### config.mk
export PLATFORM = sky130hd
export DESIGN_NAME = peripheral_hub
export DESIGN_NICKNAME = d
export VERILOG_FILES = /design/src/rtl/peripheral_hub_pkg.sv /design/src/rtl/peripheral_hub_stats_snapshot.sv /design/src/rtl/peripheral_hub.sv
export SDC_FILE = /design/constraint.sdc
export NUM_CORES = 1
export LEC_CHECK = 0
export BUFFER_PORTS_ARGS = -buffer_cell sky130_fd_sc_hd__buf_2
export CAP_MARGIN = 40
export CORE_AREA = 5 5 214 216
export CTS_CLUSTER_DIAMETER = 40
export DETAILED_ROUTE_END_ITERATION = 16
export DIE_AREA = 0 0 219 221
export HOLD_SLACK_MARGIN = 0.06
export PLACE_DENSITY_LB_ADDON = 0.1
export SLEW_MARGIN = 0
export SYNTH_ARGS = -nofsm -noshare
export SYNTH_HDL_FRONTEND = slang
export SYNTH_SLANG_ARGS = --single-unit
export TNS_END_PERCENT = 10
### constraint.sdc
create_clock -name clock_i -period 3.75 [get_ports clock_i]
set_clock_uncertainty 0.15 [all_clocks]
set_input_delay 0.1875 -clock clock_i [delete_from_list [all_inputs] [get_ports clock_i]]
set_output_delay 0.1875 -clock clock_i [all_outputs]
set_load 0.03 [all_outputs]
### src/rtl/peripheral_hub_pkg.sv
// Shared register map, snapshot FSM encoding and constants for peripheral_hub.
package peripheral_hub_pkg;

  localparam logic [31:0] MAILBOX       = 32'h0000_0000;
  localparam logic [31:0] COMM_CONTROL  = 32'h0000_0004;
  localparam logic [31:0] PHASE         = 32'h0000_0008;
  localparam logic [31:0] METRIC        = 32'h0000_000C;
  localparam logic [31:0] RESET_CONTROL = 32'h0000_0010;
  localparam logic [31:0] STATS_SNAP    = 32'h0000_0014;
  localparam logic [31:0] STATS_IDX     = 32'h0000_0018;
  localparam logic [31:0] STATS_DATA    = 32'h0000_001C;
  localparam logic [31:0] STATS_STATUS  = 32'h0000_0020;
  localparam logic [31:0] CACHE_BASE    = 32'h0000_0040;

  localparam logic [31:0] DEADBEAF      = 32'hDEAD_BEAF;

  typedef enum logic [1:0] {
    IDLE    = 2'd0,
    CAPTURE = 2'd1,
    READY   = 2'd2
  } snap_state_e;

endpackage

### src/rtl/peripheral_hub_stats_snapshot.sv
// Cycle-counter snapshot: capture FSM, snapshot array and auto-incrementing read index.
module stats_snapshot
  import peripheral_hub_pkg::*;
#(
  parameter int unsigned N_CNT = 6
) (
  input  logic                 clk,
  input  logic                 rst_n,
  input  logic                 clr_i,
  input  logic                 snap_i,
  input  logic                 idx_wr_i,
  input  logic [31:0]          idx_data_i,
  input  logic                 data_rd_i,
  input  logic                 status_rd_i,
  input  logic [32*N_CNT-1:0]  cnt_i,
  output logic [31:0]          data_o,
  output logic [31:0]          status_o
);

  localparam int unsigned IDX_W = (N_CNT > 1) ? $clog2(N_CNT) : 1;

  snap_state_e      state_q, state_d;
  logic [IDX_W-1:0] idx_q, idx_d;
  logic             err_q, err_d;
  logic [31:0]      snap_q [N_CNT];
  logic [31:0]      snap_d [N_CNT];

  always_ff @(posedge clk or negedge rst_n) begin
    if (!rst_n) begin
      state_q <= IDLE;
      idx_q   <= '0;
      err_q   <= 1'b0;
      for (int unsigned k = 0; k < N_CNT; k++) snap_q[k] <= '0;
    end else begin
      state_q <= state_d;
      idx_q   <= idx_d;
      err_q   <= err_d;
      for (int unsigned k = 0; k < N_CNT; k++) snap_q[k] <= snap_d[k];
    end
  end

  always_comb begin
    state_d = state_q;
    idx_d   = idx_q;
    err_d   = err_q;
    snap_d  = snap_q;
    if (status_rd_i) err_d = 1'b0;
    case (state_q)
      IDLE: if (snap_i) state_d = CAPTURE;
      CAPTURE: begin
        for (int unsigned k = 0; k < N_CNT; k++) snap_d[k] = cnt_i[32*k +: 32];
        idx_d   = '0;
        state_d = READY;
      end
      READY: begin
        // A snap request alongside a data read still serves the old word; capture resets idx.
        if (data_rd_i) idx_d = (idx_q == IDX_W'(N_CNT - 1)) ? '0 : idx_q + 1'b1;
        if (idx_wr_i) begin
          if (idx_data_i < N_CNT) idx_d = idx_data_i[IDX_W-1:0];
          else                    err_d = 1'b1;
        end
        if (snap_i) state_d = CAPTURE;
      end
      default: state_d = IDLE;
    endcase
    if (clr_i) begin
      state_d = IDLE;
      idx_d   = '0;
      err_d   = 1'b0;
      for (int unsigned k = 0; k < N_CNT; k++) snap_d[k] = '0;
    end
  end

  assign data_o   = (state_q == READY) ? snap_q[idx_q] : '0;
  assign status_o = {29'b0, err_q, state_q};

endmodule

### src/rtl/peripheral_hub.sv
// Core/CS register hub: mailbox, comm/phase/metric controls, cache status and counter snapshots.
module peripheral_hub
  import peripheral_hub_pkg::*;
#(
  parameter int unsigned N_CACHE = 3,
  parameter int unsigned N_CNT   = 6,
  parameter int unsigned ADDR_W  = 26
) (
  input  logic                  clock_i,
  input  logic                  cpu_resetn_i,
  input  logic                  req_core_i,
  input  logic                  rw_core_i,
  input  logic [ADDR_W-1:0]     add_core_i,
  input  logic [31:0]           data_core_i,
  output logic [31:0]           data_core_o,
  input  logic                  req_cs_i,
  input  logic                  rw_cs_i,
  input  logic [ADDR_W-1:0]     add_cs_i,
  input  logic [31:0]           data_cs_i,
  output logic [31:0]           data_cs_o,
  input  logic [32*N_CNT-1:0]   cycle_counts_i,
  input  logic [32*N_CACHE-1:0] comm_cache_i,
  output logic [1:0]            metric_sel_o,
  output logic [18:0]           shift_sample_rate_o,
  output logic [31:0]           phase_o,
  output logic [31:0]           comm_o,
  output logic                  reset_system_o
);

  logic [1:0]  reset_reg_q, reset_reg_d;
  logic [31:0] mailbox_q, mailbox_d;
  logic [31:0] comm_q, comm_d;
  logic [31:0] phase_q, phase_d;
  logic [1:0]  metric_q, metric_d;
  logic [18:0] shift_q, shift_d;
  logic [31:0] data_core_q, data_core_d;
  logic [31:0] data_cs_q, data_cs_d;

  logic        en;
  logic        core_wr, core_rd, cs_wr, cs_rd;
  logic        core_mbx, core_comm, core_phase;
  logic        cs_mbx, cs_comm, cs_phase, cs_metric, cs_rst;
  logic        cs_snap, cs_idx, cs_sdata, cs_status;
  logic [31:0] core_rdata, cs_rdata, rst_word;
  logic [31:0] stat_data, stat_status;
  logic [15:0] shift_field;
  logic [4:0]  shift_enc;

  assign en       = reset_reg_q[1];
  assign core_wr  = req_core_i &  rw_core_i;
  assign core_rd  = req_core_i & ~rw_core_i;
  assign cs_wr    = req_cs_i   &  rw_cs_i;
  assign cs_rd    = req_cs_i   & ~rw_cs_i;
  assign rst_word = {30'h3FFF_FFFF, reset_reg_q};

  assign core_mbx   = (add_core_i == ADDR_W'(MAILBOX));
  assign core_comm  = (add_core_i == ADDR_W'(COMM_CONTROL));
  assign core_phase = (add_core_i == ADDR_W'(PHASE));
  assign cs_mbx     = (add_cs_i == ADDR_W'(MAILBOX));
  assign cs_comm    = (add_cs_i == ADDR_W'(COMM_CONTROL));
  assign cs_phase   = (add_cs_i == ADDR_W'(PHASE));
  assign cs_metric  = (add_cs_i == ADDR_W'(METRIC));
  assign cs_rst     = (add_cs_i == ADDR_W'(RESET_CONTROL));
  assign cs_snap    = (add_cs_i == ADDR_W'(STATS_SNAP));
  assign cs_idx     = (add_cs_i == ADDR_W'(STATS_IDX));
  assign cs_sdata   = (add_cs_i == ADDR_W'(STATS_DATA));
  assign cs_status  = (add_cs_i == ADDR_W'(STATS_STATUS));

  // Leading-one encoder: 15 - msb_index(field), 16 for an empty field.
  assign shift_field = data_cs_i[17:2];
  always_comb begin
    shift_enc = 5'd16;
    for (int unsigned b = 0; b < 16; b++) begin
      if (shift_field[b]) shift_enc = 5'(15 - b);
    end
  end

  always_comb begin
    reset_reg_d = reset_reg_q;
    if (cs_wr && cs_rst) reset_reg_d = data_cs_i[1:0];

    mailbox_d = mailbox_q;
    if (core_wr && core_mbx) mailbox_d = data_core_i;
    if (cs_wr && cs_mbx)     mailbox_d = data_cs_i;

    comm_d = comm_q & ~32'h00C0_0000;
    if (core_wr && core_comm) comm_d[31:24] = data_core_i[7:0];
    if (cs_wr && cs_comm)     comm_d[23:0]  = data_cs_i[23:0];

    phase_d = {1'b0, phase_q[30:0]};
    if (core_wr && core_phase) phase_d = {1'b1, data_core_i[30:0]};

    metric_d = metric_q;
    shift_d  = shift_q;
    if (cs_wr && cs_metric) begin
      metric_d = data_cs_i[1:0];
      shift_d  = (data_cs_i[1:0] == 2'd1) ? {data_cs_i[31:18], shift_enc} : data_cs_i[20:2];
    end

    if (!en) begin
      mailbox_d = '0;
      comm_d    = '0;
      phase_d   = '0;
      metric_d  = '0;
      shift_d   = '0;
    end
  end

  always_comb begin
    core_rdata = '0;
    if (core_mbx)   core_rdata = mailbox_q;
    if (core_comm)  core_rdata = comm_q;
    if (core_phase) core_rdata = phase_q;

    cs_rdata = '0;
    if (cs_mbx)    cs_rdata = mailbox_q;
    if (cs_comm)   cs_rdata = comm_q;
    if (cs_phase)  cs_rdata = phase_q;
    if (cs_metric) cs_rdata = {11'b0, shift_q, metric_q};
    if (cs_rst)    cs_rdata = rst_word;
    if (cs_sdata)  cs_rdata = stat_data;
    if (cs_status) cs_rdata = stat_status;
    for (int unsigned i = 0; i < N_CACHE; i++) begin
      if (add_cs_i == ADDR_W'(CACHE_BASE + 4*i)) cs_rdata = comm_cache_i[32*i +: 32];
    end

    data_core_d = data_core_q;
    if (!en)          data_core_d = DEADBEAF;
    else if (core_rd) data_core_d = core_rdata;

    data_cs_d = data_cs_q;
    if (!en)        data_cs_d = (cs_rd && cs_rst) ? rst_word : DEADBEAF;
    else if (cs_rd) data_cs_d = cs_rdata;
  end

  always_ff @(posedge clock_i or negedge cpu_resetn_i) begin
    if (!cpu_resetn_i) begin
      reset_reg_q <= '0;
      mailbox_q   <= '0;
      comm_q      <= '0;
      phase_q     <= '0;
      metric_q    <= '0;
      shift_q     <= '0;
      data_core_q <= DEADBEAF;
      data_cs_q   <= DEADBEAF;
    end else begin
      reset_reg_q <= reset_reg_d;
      mailbox_q   <= mailbox_d;
      comm_q      <= comm_d;
      phase_q     <= phase_d;
      metric_q    <= metric_d;
      shift_q     <= shift_d;
      data_core_q <= data_core_d;
      data_cs_q   <= data_cs_d;
    end
  end

  stats_snapshot #(
    .N_CNT (N_CNT)
  ) u_stats (
    .clk         (clock_i),
    .rst_n       (cpu_resetn_i),
    .clr_i       (~en),
    .snap_i      (cs_wr & cs_snap),
    .idx_wr_i    (cs_wr & cs_idx),
    .idx_data_i  (data_cs_i),
    .data_rd_i   (cs_rd & cs_sdata),
    .status_rd_i (cs_rd & cs_status),
    .cnt_i       (cycle_counts_i),
    .data_o      (stat_data),
    .status_o    (stat_status)
  );

  assign data_core_o         = data_core_q;
  assign data_cs_o           = data_cs_q;
  assign metric_sel_o        = metric_q;
  assign shift_sample_rate_o = shift_q;
  assign phase_o             = phase_q;
  assign comm_o              = comm_q;
  assign reset_system_o      = reset_reg_q[0];

endmodule

==> results of run 1 <==
-- layer usage --
metal,vias up,part of all wire
met2,1176,0.48
li1,8764,-
met4,8,0.054
met5,-,0.00054
met1,9884,0.38
met3,245,0.083
-- flip-flops by register name, summed over array words and instances (netlist names) --
name and flops:
u_stats.snap_q 192, comm_o 32, data_core_o 32, data_cs_o 32
mailbox_q 32, phase_o 32, shift_sample_rate_o 19, u_stats.idx_q 3
metric_sel_o 2, reset_reg_q 2, u_stats.state_q 2, u_stats.err_q 1
-- layout by cell type, fill, tap and decap left out, drive strengths merged, types with 9 or more instances in the layout --
cell type	n
buf	611
dlygate4sd3	345
dfrtp	335
a22o	252
nor2	157
o21ai	102
nand2	98
inv	92
mux2i	89
clkbuf	70
a21oi	65
nand3	47
dfstp	46
a211oi	46
mux2	37
nor4	31
a31oi	27
a221oi	26
o32ai	26
nor3	26
a222oi	23
clkinv	18
a22oi	17
a211o	17
o22ai	16
a221o	15
o311ai	9
-- power by group --
group | total [W] | leakage (nW) | switching [W] | internal, W
Combinational | 0.00117 | 7.21 | 0.000616 | 0.000550
Clock | 0.00571 | 1.02 | 0.00221 | 0.00350
Sequential | 0.00425 | 4.98 | 0.0000394 | 0.00422
-- through the flow --
step	setup WS [ns]	instance area [um^2]
2_1_floorplan	1.59	19300
3_3_place_gp	0.624	22700
3_5_place_dp	0.711	22800
4_1_cts	0.186	28300
5_1_grt	0.0302	28300
6_report	0.156	28300
-- kinds of logic (layout without fill, tap and decap cells) --
family	after synthesis	in the layout	share of synthesized area
muxes	130	130	0.0724
AOI/OAI and AO/OA	674	674	0.269
xor gates and xnor gates	1	1	0.000454
buffers and inverters	237	1147	0.0510
other	0	6	0
and+or+nand+nor	407	407	0.110
DFF	381	381	0.497
-- worst paths after layout --
path	startpoint	endpoint	slack (ns)	cells after the start
min in group clock_i	add_cs_i[7]	u_stats.err_q	0.11	5
max reg2reg	reset_reg_q[1]	data_cs_o[8]	0.16	9
min	cpu_resetn_i	data_core_o[4]	0.10	2
max	reset_reg_q[1]	data_cs_o[8]	0.16	9
min reg2reg	data_core_o[24]	data_core_o[24]	0.32	2
max in group asynchronous	cpu_resetn_i	data_cs_o[0]	2.28	3
-- area by class of cell --
type | instances | area share
Clock buffer | 70 | 0.0571
Tap cell | 592 | 0.0261
Clock inverter | 42 | 0.0167
Timing Repair Buffer | 956 | 0.240
Antenna cell | 6 | 0.000530
Multi-Input combinational cell | 1212 | 0.310
Sequential cell | 381 | 0.339
Inverter | 79 | 0.0105
-- critical path: cells and delay by family (launching register included) --
family	cells	cell delay (ns)
buf+inv	3	1.59
simple gates	4	1.16
flops	1	0.35
compound gates	2	0.25
-- timing repair --
action                     in CTS  in global routing
hold endpoints to repair      456                  0
buffers inserted                0                  0
gates resized for setup         0                  2
hold buffers                  345                  0
setup endpoints to repair       0                  2
==> metrics.md, run 1 <==
| Metric | Value |
|---|---|
| Status | `finished clean` |
| Hold WS | `0.100 ns` |
| Mapped Cells | `1830` |
| Htree depth | `2` |
| Share of cells above drive strength 1 | `0.315` |
| Fin crit share | `0.958` |
| TritonCTS Sinks | `381` |
| #FFs+latches synth | `381` |
| Final hold vios | `0` |
| Clock Path Buffers | `3` |
| Slowest stage delay, CP | `0.59 ns` |
| Routability cong. | `0.978` |
| Rel. slew slack | `0.328` |
| Share of flip-flops with an asynchronous set or reset | `1.00` |
| Non-Filler Instances | `3338` |
| Total global-route track usage | `0.341` |
| WP data required | `4.14 ns` |
| Met1 usage | `0.430` |
| Worst skew pair latency | `0.63 ns` |
| Most common flop cell mapped by yosys | `dfrtp_1` |
| Crit end category | `flip-flop` |
| CTS Buf Count | `60` |
| Fillers | `3566` |
| Mean number of vias per cell | `6.01` |
| CP arrival | `3.99 ns` |
| Lkg Pwr | `13.2 nW` |
| Tot Pwr | `0.0111 W` |
| Rows | `77` |
| Critical-path maximum fanout | `42` |
| Core box area | `0.0437 mm^2` |
| Post-DP HPWL | `60700 um` |
| Pre-antenna DRT Iters | `10` |
| EDFF count, synth | `0` |
| Unique masters post-synth | `74` |
| Syn Nets | `2240` |
| Yosys top cell by area | `dfrtp_1` |
| Worst setup SP type | `flip-flop` |
| Die area | `0.0484 mm^2` |
| Worst vdd ir | `0.449 mV` |
| Final setup fails | `0` |
| Pin count of the biggest net entering global routing | `196` |
| Detail Route Antenna Nets | `0` |
| Buffers on Ports | `559` |
| Tmin final | `3.59 ns` |
| Final TNS setup | `0 ns` |
| Worst hold path type | `in -> async` |
| Syn avg cell area | `10.5 um^2` |
| Maximum clock frequency | `278 MHz` |
| Die H | `221 um` |
| Slew @ Worst Pin | `1.01 ns` |
| Clk slew on worst S/H paths | `0.06 ns` |
| Area of the multi-input gates | `0.00879 mm^2` |
| PD cells | `393 mW/mm^2` |
| Met3 GRT Util | `0.0621` |
| Clock Tree Root | `clkbuf_16` |
| Drt wl/cell | `25.7 um` |
| Mapped Area | `0.0193 mm^2` |
| RSZ-0062 raised after global routing | `false` |
| DR iter-0 viols | `2254` |
| Ranking of synthesized cells by area | `dfrtp_1 43%, a22o_1 11%, dfstp_2 6.3%, mux2i_1 4.6%, nor2_1 3.0%` |
| Count leader, synth | `dfrtp_1` |
| DRT Wirelength | `85800 um` |
| Global route overflow | `0` |
| Die X | `219 um` |
| WS Path Type | `reg -> reg` |
| Max Slew Vio Count | `0` |
| Grt peak-use layer | `met2` |
| Sequential-to-total area share from yosys stat | `0.497` |
| CTS tree | `yes` |
| Met2 usage | `0.566` |
| Vias in the first global route | `20300` |
| Crit path max-delay cell type | `nor4_4` |
| Initial antenna violation count | `9` |
| Synth warnings | `0` |
| Core Util, Final | `0.648` |
| Most frequent cells after synthesis | `335 x dfrtp_1, 252 x a22o_1, 155 x nor2_1` |
| Area Overhead vs Synth | `46.9%` |
| Total number of vias | `20100` |
| Number of placed I/O pins | `560` |
| Placed insts | `2875` |
| Starting Density | `0.441` |
| Max_cap viols | `0` |
| Register area | `0.00960 mm^2` |
| First-pass GRT wire length | `127000 um` |
| Worst path cell trace | `buf_4 > nand2_1 > nor4_4 > nand2_1 > nand3_1 > o21ba_2 > dlygate4sd3_1 > o21ai_0 > dlygate4sd3_1` |
| Final-stage net count | `3100` |
| Synth top area share | `0.435` |
| DRC Markers | `0` |
Note: power is estimated with default switching activity, not from simulation.
==> run 2: changes to the inputs <==
--- a/config.mk
+++ b/config.mk
@@ -7,10 +7,10 @@
 export LEC_CHECK = 0
 export BUFFER_PORTS_ARGS = -buffer_cell sky130_fd_sc_hd__buf_2
 export CAP_MARGIN = 40
-export CORE_AREA = 5 5 214 216
+export CORE_AREA = 5 5 215 217
 export CTS_CLUSTER_DIAMETER = 40
 export DETAILED_ROUTE_END_ITERATION = 16
-export DIE_AREA = 0 0 219 221
+export DIE_AREA = 0 0 220 222
 export HOLD_SLACK_MARGIN = 0.06
 export PLACE_DENSITY_LB_ADDON = 0.1
 export SLEW_MARGIN = 0
==> constraint.sdc (replaced) <==
create_clock -name clock_i -period 3.4 [get_ports clock_i]
set_clock_uncertainty 0.15 [all_clocks]
set_input_delay 0.17 -clock clock_i [delete_from_list [all_inputs] [get_ports clock_i]]
set_output_delay 0.17 -clock clock_i [all_outputs]
set_load 0.03 [all_outputs]
==> run 2 against run 1 <==
Clock-buffer cell count is 1 lower. Largest power group unchanged. Flip-flop and latch count stayed put. Highest routed layer unchanged. Final area is 0.56% higher. Clock power is 11% higher. Sequential share of layout area is 0.19 points lower.
==> metrics.md, run 2 (synthesized netlist as in run 1, its figures left out) <==
| Metric | Value |
|---|---|
| Worst vdd ir | `0.360 mV (was 0.449 mV)` |
| Critical-path maximum fanout | `4 (was 42)` |
| Final hold vios | `0 (unchanged)` |
| DRC Markers | `0 (unchanged)` |
| Wl on met1 | `33000 um (was 32400 um)` |
| Fillers | `3526 (was 3566)` |
| Lkg Pwr | `13.2 nW (about the same)` |
| Worst Reg2Reg Path Length in Cells | `8 (was 9)` |
| Clk slew on worst S/H paths | `0.06 ns (about the same)` |
| Non-Filler Instances | `3352 (was 3338)` |
| Pin count of the biggest net entering global routing | `196 (unchanged)` |
| First-pass GRT wire length | `130000 um (was 127000 um)` |
| Metal2 WL | `43300 um (was 41600 um)` |
| Worst setup SP type | `input port (was flip-flop)` |
| Fin crit share | `0.957` |
| WS Path Type | `in -> reg (was reg -> reg)` |
| Final-stage net count | `3111 (was 3100)` |
| Mean number of vias per cell | `5.97 (was 6.01)` |
| Core box area | `0.0439 mm^2 (was 0.0437 mm^2)` |
| Clock Path Buffers | `3 (unchanged)` |
| Global route overflow | `0 (unchanged)` |
| Met3 WL | `7590 um (was 7150 um)` |
| Final TNS setup | `0 ns (unchanged)` |
| RSZ-0062 raised after global routing | `false (unchanged)` |
| Tmin final | `3.25 ns` |
| Detail Route Antenna Nets | `0 (unchanged)` |
| Area of the multi-input gates | `0.00881 mm^2 (was 0.00879 mm^2)` |
| Worst skew pair latency | `0.62 ns (was 0.63 ns)` |
| Initial antenna violation count | `15 (was 9)` |
| Crit end category | `flip-flop (unchanged)` |
| Share of cells above drive strength 1 | `0.316 (was 0.315)` |
| Top Metal Used | `met5 (unchanged)` |
| Rows | `77 (unchanged)` |
| Most frequent cells in the layout | `558 x buf_2, 350 x dlygate4sd3_1, 334 x dfrtp_1 (was 558 x buf_2, 345 x dlygate4sd3_1, 334 x dfrtp_1)` |
| Total number of vias | `20000 (was 20100)` |
| Register area | `0.00960 mm^2 (unchanged)` |
| Hold WS | `0.0780 ns (was 0.100 ns)` |
| Die H | `222 um (was 221 um)` |
| Placed insts | `2881 (was 2875)` |
| Hold depth | `4` |
| WP data required | `3.78 ns (was 4.14 ns)` |
| PD cells | `432 mW/mm^2 (was 393 mW/mm^2)` |
| Maximum clock frequency | `307 MHz` |
| Post-DP HPWL | `61300 um (was 60700 um)` |
| Commonest non-fill, non-tap cell in the layout | `buf_2 (unchanged)` |
| Drt wl/cell | `26.2 um (was 25.7 um)` |
| DR iter-0 viols | `2274 (was 2254)` |
| Register with the most flip-flops | `u_stats.snap_q (unchanged)` |
| Number of placed I/O pins | `560 (unchanged)` |
| CP arrival | `3.64 ns (was 3.99 ns)` |
| Rel. slew slack | `0.317 (was 0.328)` |
| Max Slew Vio Count | `0 (unchanged)` |
| Worst slack, placed | `0.120 ns (was 0.711 ns)` |
| Setup bufs post-CTS | `0 (unchanged)` |
| Max_cap viols | `0 (unchanged)` |
| Final setup fails | `0 (unchanged)` |
| Die X | `220 um (was 219 um)` |
| Worst hold path type | `in -> reg (was in -> async)` |
| CTS Buf Count | `59 (was 60)` |
| Buffers on Ports | `559 (unchanged)` |
| Die area | `0.0488 mm^2 (was 0.0484 mm^2)` |
| Area Overhead vs Synth | `47.7% (was 46.9%)` |
| Htree depth | `2 (unchanged)` |
| CTS tree | `yes (unchanged)` |
| Pre-antenna DRT Iters | `7 (was 10)` |
| Starting Density | `0.439 (was 0.441)` |
| Max reg flops | `192 (unchanged)` |
| Clock Tree Root | `clkbuf_16 (unchanged)` |
| Total global-route track usage | `0.347 (was 0.341)` |
| Slew @ Worst Pin | `1.02 ns (was 1.01 ns)` |
| PnR worst setup slack | `0.146 ns (was 0.156 ns)` |
| Vias in the first global route | `20600 (was 20300)` |
| Status | `finished clean (unchanged)` |
| TritonCTS Sinks | `381 (unchanged)` |
| DRT Wirelength | `87900 um (was 85800 um)` |
| Routability cong. | `0.965 (was 0.978)` |
==> run 2: final cells by class <==
cell class | instances | area share
clock buffers | 69 | 0.0564
clock inverters | 42 | 0.0169
well taps | 592 | 0.0260
multi-input cells | 1212 | 0.309
diodes | 9 | 0.000790
inverters | 79 | 0.0104
flip-flops and latches | 381 | 0.337
repair buffers | 968 | 0.244
==> run 2: critical path: stages <==
cell and delay [ns]:
buf_2 0.11, nor4_4 0.42, dlygate4sd3_1 0.61, nand2_1 0.06, nor2_1 0.33, nand4_1 0.35
a2bb2oi_1 0.21, dlygate4sd3_1 0.56, o22ai_1 0.16, a21oi_1 0.06, dlygate4sd3_1 0.57
==> run 2: final timing paths <==
| path | from | to | slack, ns |
|---|---|---|---|
| max | add_cs_i[21] | data_cs_o[2] | 0.15 |
| min in group asynchronous | cpu_resetn_i | data_core_o[5] | 0.62 |
| min reg2reg | data_core_o[22] | data_core_o[22] | 0.33 |
| max reg2reg | u_stats.idx_q[0] | data_cs_o[11] | 0.17 |
| min | comm_cache_i[40] | data_cs_o[8] | 0.08 |
| max in group asynchronous | cpu_resetn_i | u_stats.snap_q[52] | 1.91 |
==> run 2: routing by layer <==
layer | GRT usage | up-vias
met2 | 0.588 | 1153
met4 | 0.142 | 12
met1 | 0.437 | 9868
met3 | 0.0654 | 223
met5 | 0 | -
li1 | - | 8772
==> run 2: through the flow <==
| step | instance area, um^2 | total power, W | util |
|---|---|---|---|
| 2_1_floorplan | 19300 | 0.00511 | - |
| 3_3_place_gp | 22800 | 0.00569 | 0.519 |
| 3_5_place_dp | 22800 | 0.00570 | 0.520 |
| 4_1_cts | 28500 | 0.0123 | 0.648 |
| 5_1_grt | 28500 | 0.0127 | 0.649 |
| 6_report | 28500 | 0.0123 | 0.649 |
==> run 2: repair_timing <==
action                     4_1_cts  5_1_grt
setup endpoints to repair        0        7
resized for setup                0        4
hold buffers                   351        0
hold endpoints to repair       696        0
==> run 2: power by group <==
group	total [W]	switching, W	internal [W]	leakage (nW)
sequential	0.00469	0.0000382	0.00465	4.98
clock	0.00632	0.00242	0.00390	0.988
combinational	0.00130	0.000688	0.000614	7.26
total	0.0123	0.00315	0.00916	13.2
